### src/rtl/vga_pkg.sv
// Shared raster-timing types and 1080p defaults for the VGA timing generator.
package vga_pkg;

   typedef enum logic [1:0] {
      PH_ACT  = 2'd0,
      PH_FP   = 2'd1,
      PH_SYNC = 2'd2,
      PH_BP   = 2'd3
   } phase_t;

   localparam int unsigned DEF_H_ACTIVE = 1920;
   localparam int unsigned DEF_H_FP     = 88;
   localparam int unsigned DEF_H_SYNC   = 44;
   localparam int unsigned DEF_H_BP     = 148;
   localparam int unsigned DEF_V_ACTIVE = 1080;
   localparam int unsigned DEF_V_FP     = 4;
   localparam int unsigned DEF_V_SYNC   = 5;
   localparam int unsigned DEF_V_BP     = 36;

   function automatic int unsigned axis_total(
      input int unsigned active,
      input int unsigned fp,
      input int unsigned sync,
      input int unsigned bp
   );
      return active + fp + sync + bp;
   endfunction

   localparam int unsigned DEF_H_TOTAL = axis_total(DEF_H_ACTIVE, DEF_H_FP, DEF_H_SYNC, DEF_H_BP);
   localparam int unsigned DEF_V_TOTAL = axis_total(DEF_V_ACTIVE, DEF_V_FP, DEF_V_SYNC, DEF_V_BP);

endpackage

### src/rtl/vga_axis_ctr.sv
// One raster axis: position counter plus ACT/FP/SYNC/BP phase FSM, stepping on i_advance.
module vga_axis_ctr
   import vga_pkg::*;
#(
   parameter int unsigned ACTIVE = DEF_H_ACTIVE,
   parameter int unsigned FP     = DEF_H_FP,
   parameter int unsigned SYNC   = DEF_H_SYNC,
   parameter int unsigned BP     = DEF_H_BP
) (
   input  logic        i_clk,
   input  logic        i_rst_n,
   input  logic        i_advance,
   output logic [11:0] o_count,
   output phase_t      o_phase,
   output logic        o_wrap
);

   localparam logic [11:0] LAST_ACT  = 12'(ACTIVE - 1);
   localparam logic [11:0] LAST_FP   = 12'(ACTIVE + FP - 1);
   localparam logic [11:0] LAST_SYNC = 12'(ACTIVE + FP + SYNC - 1);
   localparam logic [11:0] LAST      = 12'(axis_total(ACTIVE, FP, SYNC, BP) - 1);

   phase_t      r_phase;
   phase_t      w_phase_nxt;
   logic [11:0] r_count;
   logic        w_at_end;

   assign w_at_end = (r_count == LAST);

   always_ff @(posedge i_clk) begin
      if (!i_rst_n) begin
         r_phase <= PH_ACT;
      end else begin
         r_phase <= w_phase_nxt;
      end
   end

   always_ff @(posedge i_clk) begin
      if (!i_rst_n) begin
         r_count <= '0;
      end else if (i_advance) begin
         r_count <= w_at_end ? '0 : r_count + 12'd1;
      end
   end

   always_comb begin
      w_phase_nxt = r_phase;
      if (i_advance) begin
         unique case (r_phase)
            PH_ACT:  if (r_count == LAST_ACT)  w_phase_nxt = PH_FP;
            PH_FP:   if (r_count == LAST_FP)   w_phase_nxt = PH_SYNC;
            PH_SYNC: if (r_count == LAST_SYNC) w_phase_nxt = PH_BP;
            PH_BP:   if (w_at_end)             w_phase_nxt = PH_ACT;
            default:                           w_phase_nxt = PH_ACT;
         endcase
      end
   end

   always_comb begin
      o_count = r_count;
      o_phase = r_phase;
      o_wrap  = i_advance && w_at_end;
   end

   function automatic phase_t range_phase(input logic [11:0] c);
      if (c <= LAST_ACT)  return PH_ACT;
      if (c <= LAST_FP)   return PH_FP;
      if (c <= LAST_SYNC) return PH_SYNC;
      return PH_BP;
   endfunction

   // Phase is tracked separately from the count; the two must never disagree.
   a_phase_matches_count: assert property (@(posedge i_clk) r_phase == range_phase(r_count));

endmodule

### src/rtl/vga_timing_gen.sv
// Raster timing generator: pixel divider, H/V axis counters, registered output stage, frame counter.
module vga_timing_gen
   import vga_pkg::*;
#(
   parameter int unsigned H_ACTIVE = DEF_H_ACTIVE,
   parameter int unsigned H_FP     = DEF_H_FP,
   parameter int unsigned H_SYNC   = DEF_H_SYNC,
   parameter int unsigned H_BP     = DEF_H_BP,
   parameter int unsigned V_ACTIVE = DEF_V_ACTIVE,
   parameter int unsigned V_FP     = DEF_V_FP,
   parameter int unsigned V_SYNC   = DEF_V_SYNC,
   parameter int unsigned V_BP     = DEF_V_BP,
   parameter int unsigned PIX_DIV  = 1,
   parameter bit          HS_POL   = 1'b1,
   parameter bit          VS_POL   = 1'b1
) (
   input  logic        clk,
   input  logic        rst,
   output logic [11:0] h_count,
   output logic [11:0] v_count,
   output logic        video_on,
   output logic        hsync,
   output logic        vsync,
   output logic        pix_tick,
   output logic        line_start,
   output logic        frame_start,
   output logic [15:0] frame_cnt
);

   localparam int unsigned H_TOTAL = axis_total(H_ACTIVE, H_FP, H_SYNC, H_BP);
   localparam int unsigned V_TOTAL = axis_total(V_ACTIVE, V_FP, V_SYNC, V_BP);
   localparam logic [3:0]  DIV_LAST = 4'(PIX_DIV - 1);

   if (H_TOTAL > 4095 || V_TOTAL > 4095) begin : g_bad_total
      $error("vga_timing_gen: H_TOTAL and V_TOTAL must not exceed 4095");
   end
   if (PIX_DIV < 1 || PIX_DIV > 16) begin : g_bad_div
      $error("vga_timing_gen: PIX_DIV must be in 1..16");
   end

   logic [3:0]  r_div;
   logic        w_tick;
   logic [11:0] w_hc;
   logic [11:0] w_vc;
   phase_t      w_hph;
   phase_t      w_vph;
   logic        w_h_wrap;
   logic        w_v_wrap;
   logic [15:0] r_frames;

   assign w_tick = (r_div == DIV_LAST);

   always_ff @(posedge clk) begin
      if (!rst) begin
         r_div <= '0;
      end else begin
         r_div <= w_tick ? '0 : r_div + 4'd1;
      end
   end

   vga_axis_ctr #(
      .ACTIVE (H_ACTIVE),
      .FP     (H_FP),
      .SYNC   (H_SYNC),
      .BP     (H_BP)
   ) u_h_axis (
      .i_clk     (clk),
      .i_rst_n   (rst),
      .i_advance (w_tick),
      .o_count   (w_hc),
      .o_phase   (w_hph),
      .o_wrap    (w_h_wrap)
   );

   vga_axis_ctr #(
      .ACTIVE (V_ACTIVE),
      .FP     (V_FP),
      .SYNC   (V_SYNC),
      .BP     (V_BP)
   ) u_v_axis (
      .i_clk     (clk),
      .i_rst_n   (rst),
      .i_advance (w_h_wrap),
      .o_count   (w_vc),
      .o_phase   (w_vph),
      .o_wrap    (w_v_wrap)
   );

   always_ff @(posedge clk) begin
      if (!rst) begin
         r_frames <= '0;
      end else if (w_v_wrap) begin
         r_frames <= r_frames + 16'd1;
      end
   end

   // Everything below mirrors the counter state one clock late, frame_cnt included.
   always_ff @(posedge clk) begin
      if (!rst) begin
         h_count     <= '0;
         v_count     <= '0;
         video_on    <= 1'b0;
         hsync       <= ~HS_POL;
         vsync       <= ~VS_POL;
         pix_tick    <= 1'b0;
         line_start  <= 1'b0;
         frame_start <= 1'b0;
         frame_cnt   <= '0;
      end else begin
         h_count     <= w_hc;
         v_count     <= w_vc;
         video_on    <= (w_hph == PH_ACT) && (w_vph == PH_ACT);
         hsync       <= (w_hph == PH_SYNC) ? HS_POL : ~HS_POL;
         vsync       <= (w_vph == PH_SYNC) ? VS_POL : ~VS_POL;
         pix_tick    <= w_tick;
         line_start  <= w_tick && (w_hc == '0);
         frame_start <= w_tick && (w_hc == '0) && (w_vc == '0);
         frame_cnt   <= r_frames;
      end
   end

endmodule

### config.mk
export PLATFORM = sky130hd
export DESIGN_NAME = vga_timing_gen
export DESIGN_NICKNAME = d
export VERILOG_FILES = /design/src/rtl/vga_pkg.sv /design/src/rtl/vga_axis_ctr.sv /design/src/rtl/vga_timing_gen.sv
export SDC_FILE = /design/constraint.sdc
export NUM_CORES = 1
export LEC_CHECK = 0
export CAP_MARGIN = 20
export CELL_PAD_IN_SITES_DETAIL_PLACEMENT = 0
export CELL_PAD_IN_SITES_GLOBAL_PLACEMENT = 1
export CORE_MARGIN = 4
export CORE_UTILIZATION = 25
export CTS_CLUSTER_DIAMETER = 30
export CTS_CLUSTER_SIZE = 10
export DETAILED_ROUTE_END_ITERATION = 10
export GPL_ROUTABILITY_DRIVEN = 1
export PLACE_DENSITY = 0.54
export REMOVE_ABC_BUFFERS = 1
export SKIP_LAST_GASP = 1
export SLEW_MARGIN = 20
export SYNTH_ARGS = -nofsm -noshare
export SYNTH_HDL_FRONTEND = slang
export SYNTH_SLANG_ARGS = --single-unit
### constraint.sdc
create_clock -name clk -period 2.4 [get_ports clk]
set_clock_uncertainty 0.1 [all_clocks]
set_input_delay 0.36 -clock clk [delete_from_list [all_inputs] [get_ports clk]]
set_output_delay 0.36 -clock clk [all_outputs]
set_load 0.01 [all_outputs]
==> impl_metrics.tcl <==
set metrics [dict create \
    whs_endpoint "r_div[0]$_SDFF_PP0_" \
    globalRouteOverflowTotal 0 \
    cts.clk_slew.worst_paths_ps 70 \
    yosysTopAreaCell "dfxtp_1" \
    routabilityCongestion 0.755 \
    io_pins 48 \
    grt_pass1_wl_um 15300 \
    ys_ff_latch 94 \
    dr.first_iter.drc_count 151 \
    path_class "reg2reg" \
    die_area_um2 17700 \
    worst_pin_slew_ps 451 \
    die_w_um 133 \
    syn_area_per_cell_um2 9.37 \
    r2r_start "u_h_axis.o_count[1]$_SDFFE_PN0P_" \
    fmax_mhz 433 \
    finalNonFillerCells 692 \
    drc 0 \
    peakVddDrop_v 0.000329 \
    synth_edf_count 0 \
    nNetsFinal 493 \
    first_pass_iters 4 \
    drv_cap 0 \
    placed_cells 675 \
    rrSetupSlack_ps 90 \
    grt_use_met2_pct 18.3 \
    utilization_pct 33.3 \
    post_cts_buffers 0 \
    antenna_found_initial 0 \
    rsz0062_at_grt "yes" \
    min_path_cells 1 \
    switching_power_uw 721 \
    ctsHoldBuffers 0 \
    cp.required_ps 2580 \
    synth_area_um2 3900 \
    globalRouteMet1Util_pct 13.1 \
    swShare_pct 22.2 \
    worstHoldStart "r_div[0]$_SDFF_PP0_" \
    syn_to_final_growth_pct 30.3 \
    place.detailed.hpwl_um 6630 \
    cts_sinks 94 \
    post_drt_wl_per_cell_um 13.7 \
    p_int_uw 2530 \
    initial_utilization_pct 25.6 \
    clock_latency_ps 350 \
    tritoncts "built" \
    seq_power_share_pct 49.2 \
    top_usage_layer "met2" \
    period_share_pct 96.3 \
    power_leakage_uw 0.00177 \
    fin_crit_ps 2310 \
    timing.final.max_slew_violations 0 \
    htree_num_levels 3 \
    synth.area.top_cells "dfxtp_1 (48%), and2_1 (6.6%), ha_1 (4.8%)" \
    setup_violations 0 \
    clockBufferDepth 2 \
    cts-root-buf "clkbuf_16" \
    clock_power_share_pct 45.3 \
    cp-start-kind "register" \
    numCtsBuffers 9 \
    slew_headroom_pct 69.8 \
    via_per_inst 4.51 \
    p_total_uw 3250 \
    wirelength_um 9460 \
    antenna_left 0 \
    r2r_cells 6 \
    ys_seq_area_share_pct 48.3 \
    syn_inst 416 \
    synth_ff_type "dfxtp_1" \
    p_comb_share_pct 5.5 \
    use_met3_pct 2.32 \
    portBuffers 47 \
    synth.distinct_cells 49 \
    fp.dieH_um 133 \
    drive_gt1_share_pct 11.4 \
    synth_top_area_share_pct 48.3 \
    rows 45 \
    coreArea_um2 15300 \
    whs_ps 369 \
    synth-async-reset-ratio_pct 0 \
    r2r-end "r_frames[14]$_SDFFE_PN0P_" \
    fin_setup_tns_ps 0 \
    critPathArrivalTime_ps 2490 \
    grt_pass1_vias 3047 \
    status "finished clean" \
    hold_viol 0 \
    crit_path_end_kind "register" \
    hold_path.class "reg2reg" \
    grt_usage_pct 10.9 \
    vias 3118 \
    diodes 0 \
    path_max_fanout 10 \
    p_per_area_nw_per_um2 640 \
    grt_max_degree 27 \
    yosysWarnings 0 \
]
[power by group through the flow]
| stage | clock [uW] | sequential (uW) | combinational, uW |
|---|---|---|---|
| CTS | 1530 | 1600 | 179 |
| detailed placement | 0 | 1640 | 178 |
| finish | 1470 | 1600 | 179 |
| global route | 1580 | 1600 | 204 |
| floorplan | 0 | 1640 | 89.6 |
| global placement | 0 | 1630 | 177 |
[cell usage in the layout (no fill, tap or decap), types with 2 or more instances in the layout]
cell type	n
o21ai_0	10
ha_1	15
a21oi_1	17
clkbuf_8	2
and4_1	5
nand4_1	14
clkinvlp_4	3
xnor2_1	21
dfxtp_1	93
xor2_1	4
nor4_1	14
nand3_1	16
or4_1	6
inv_1	16
clkdlybuf4s50_1	47
clkbuf_16	9
nor2_1	41
o31ai_1	7
or3_1	6
a31oi_1	3
nor3_1	6
nor3b_4	2
and2_1	41
buf_4	24
nand2_1	21
and3_1	6
a211oi_1	2
nand4b_1	3
[area by class of cell]
cell class,count,area (um2)
multi-input combinational,283,1900
inverter,16,60.1
timing repair buffer,72,671
clock inverter,5,57.6
sequential,94,1880
fill,1571,10200
tap,211,264
clock buffer,11,253
[layer usage]
| layer | wire length [um] | part of all wire (%) |
|---|---|---|
| met5 | 0 | 0 |
| met4 | 218 | 2.3 |
| met3 | 277 | 2.9 |
| met2 | 4610 | 49 |
| met1 | 4350 | 46 |
[worst max-delay path, stage by stage, from the launching register on]
cell	delay [ps]
dfxtp_1	390
ha_1	200
nand4_1	180
or2_4	290
or3_4	400
or4_1	510
a21oi_1	150
[state kept, by name, indices dropped and copies added (netlist names)]
| signal | flops |
|---|---|
| r_div | 4 |
| line_start | 1 |
| v_count | 12 |
| u_v_axis.o_count | 12 |
| u_v_axis.o_phase | 2 |
| u_h_axis.o_count | 12 |
| video_on | 1 |
| pix_tick | 1 |
| h_count | 12 |
| u_h_axis.o_phase | 2 |
| frame_cnt | 16 |
| frame_start | 1 |
| vsync | 1 |
| r_frames | 16 |
| hsync | 1 |
[cells by family (layout without fill, tap and decap cells)]
group / after synthesis / count (layout) / synth area share [%]
AND/OR/NAND/NOR: 192 / 193 / 28.7
flip-flops: 94 / 94 / 48.3
AO/OA/AOI/OAI: 48 / 48 / 7.80
buffers and inverters: 40 / 104 / 4.27
XOR/XNOR: 25 / 25 / 5.61
adder cells (fa/ha/maj): 15 / 15 / 4.81
multiplexers: 2 / 2 / 0.545
[what timing repair did]
item	4_1_cts	5_1_grt
endpoints found under the hold margin	0	0
resized for setup	0	7
setup endpoints to repair	0	15
[synth_stat cells, types with 2 or more instances]
master    count
a211oi_1      2
nand3_1      16
and2_1       41
xnor2_1      21
buf_1         3
inv_1        16
nand2_1      21
nor2_1       41
xor2_1        4
ha_1         15
nand4_1      14
or3_1         6
dfxtp_1      94
nor3b_2       2
a31oi_1       3
nor4_1       14
clkbuf_1     13
and3_1        6
or4_1         6
buf_2         7
nor3_1        6
a21oi_1      17
nand4b_1      3
o21ai_0      10
o31ai_1       7
and4_1        5
[worst max-delay path by stage]
stage,start,endpoint,slack [ps],cells past startpoint
floorplan,r_div[0]$_SDFF_PP0_,r_frames[12]$_SDFFE_PN0P_,-30,7
global placement,rst,frame_start$_SDFF_PN0_,130,6
detailed placement,u_h_axis.o_count[0]$_SDFFE_PN0P_,r_frames[12]$_SDFFE_PN0P_,50,6
CTS,u_h_axis.o_count[0]$_SDFFE_PN0P_,r_frames[9]$_SDFFE_PN0P_,20,6
global route,r_div[0]$_SDFF_PP0_,r_frames[9]$_SDFFE_PN0P_,-40,7
finish,u_h_axis.o_count[1]$_SDFFE_PN0P_,r_frames[14]$_SDFFE_PN0P_,90,6
[metrics by stage]
stage               setup slack (ps)  instance area (um2)
floorplan                      -30.9                 3790
global placement                 130                 4730
detailed placement              53.6                 4730
CTS                             23.9                 5040
global route                   -42.7                 5080
finish                          89.7                 5080
No activity file was read; power rests on OpenSTA's default activity.
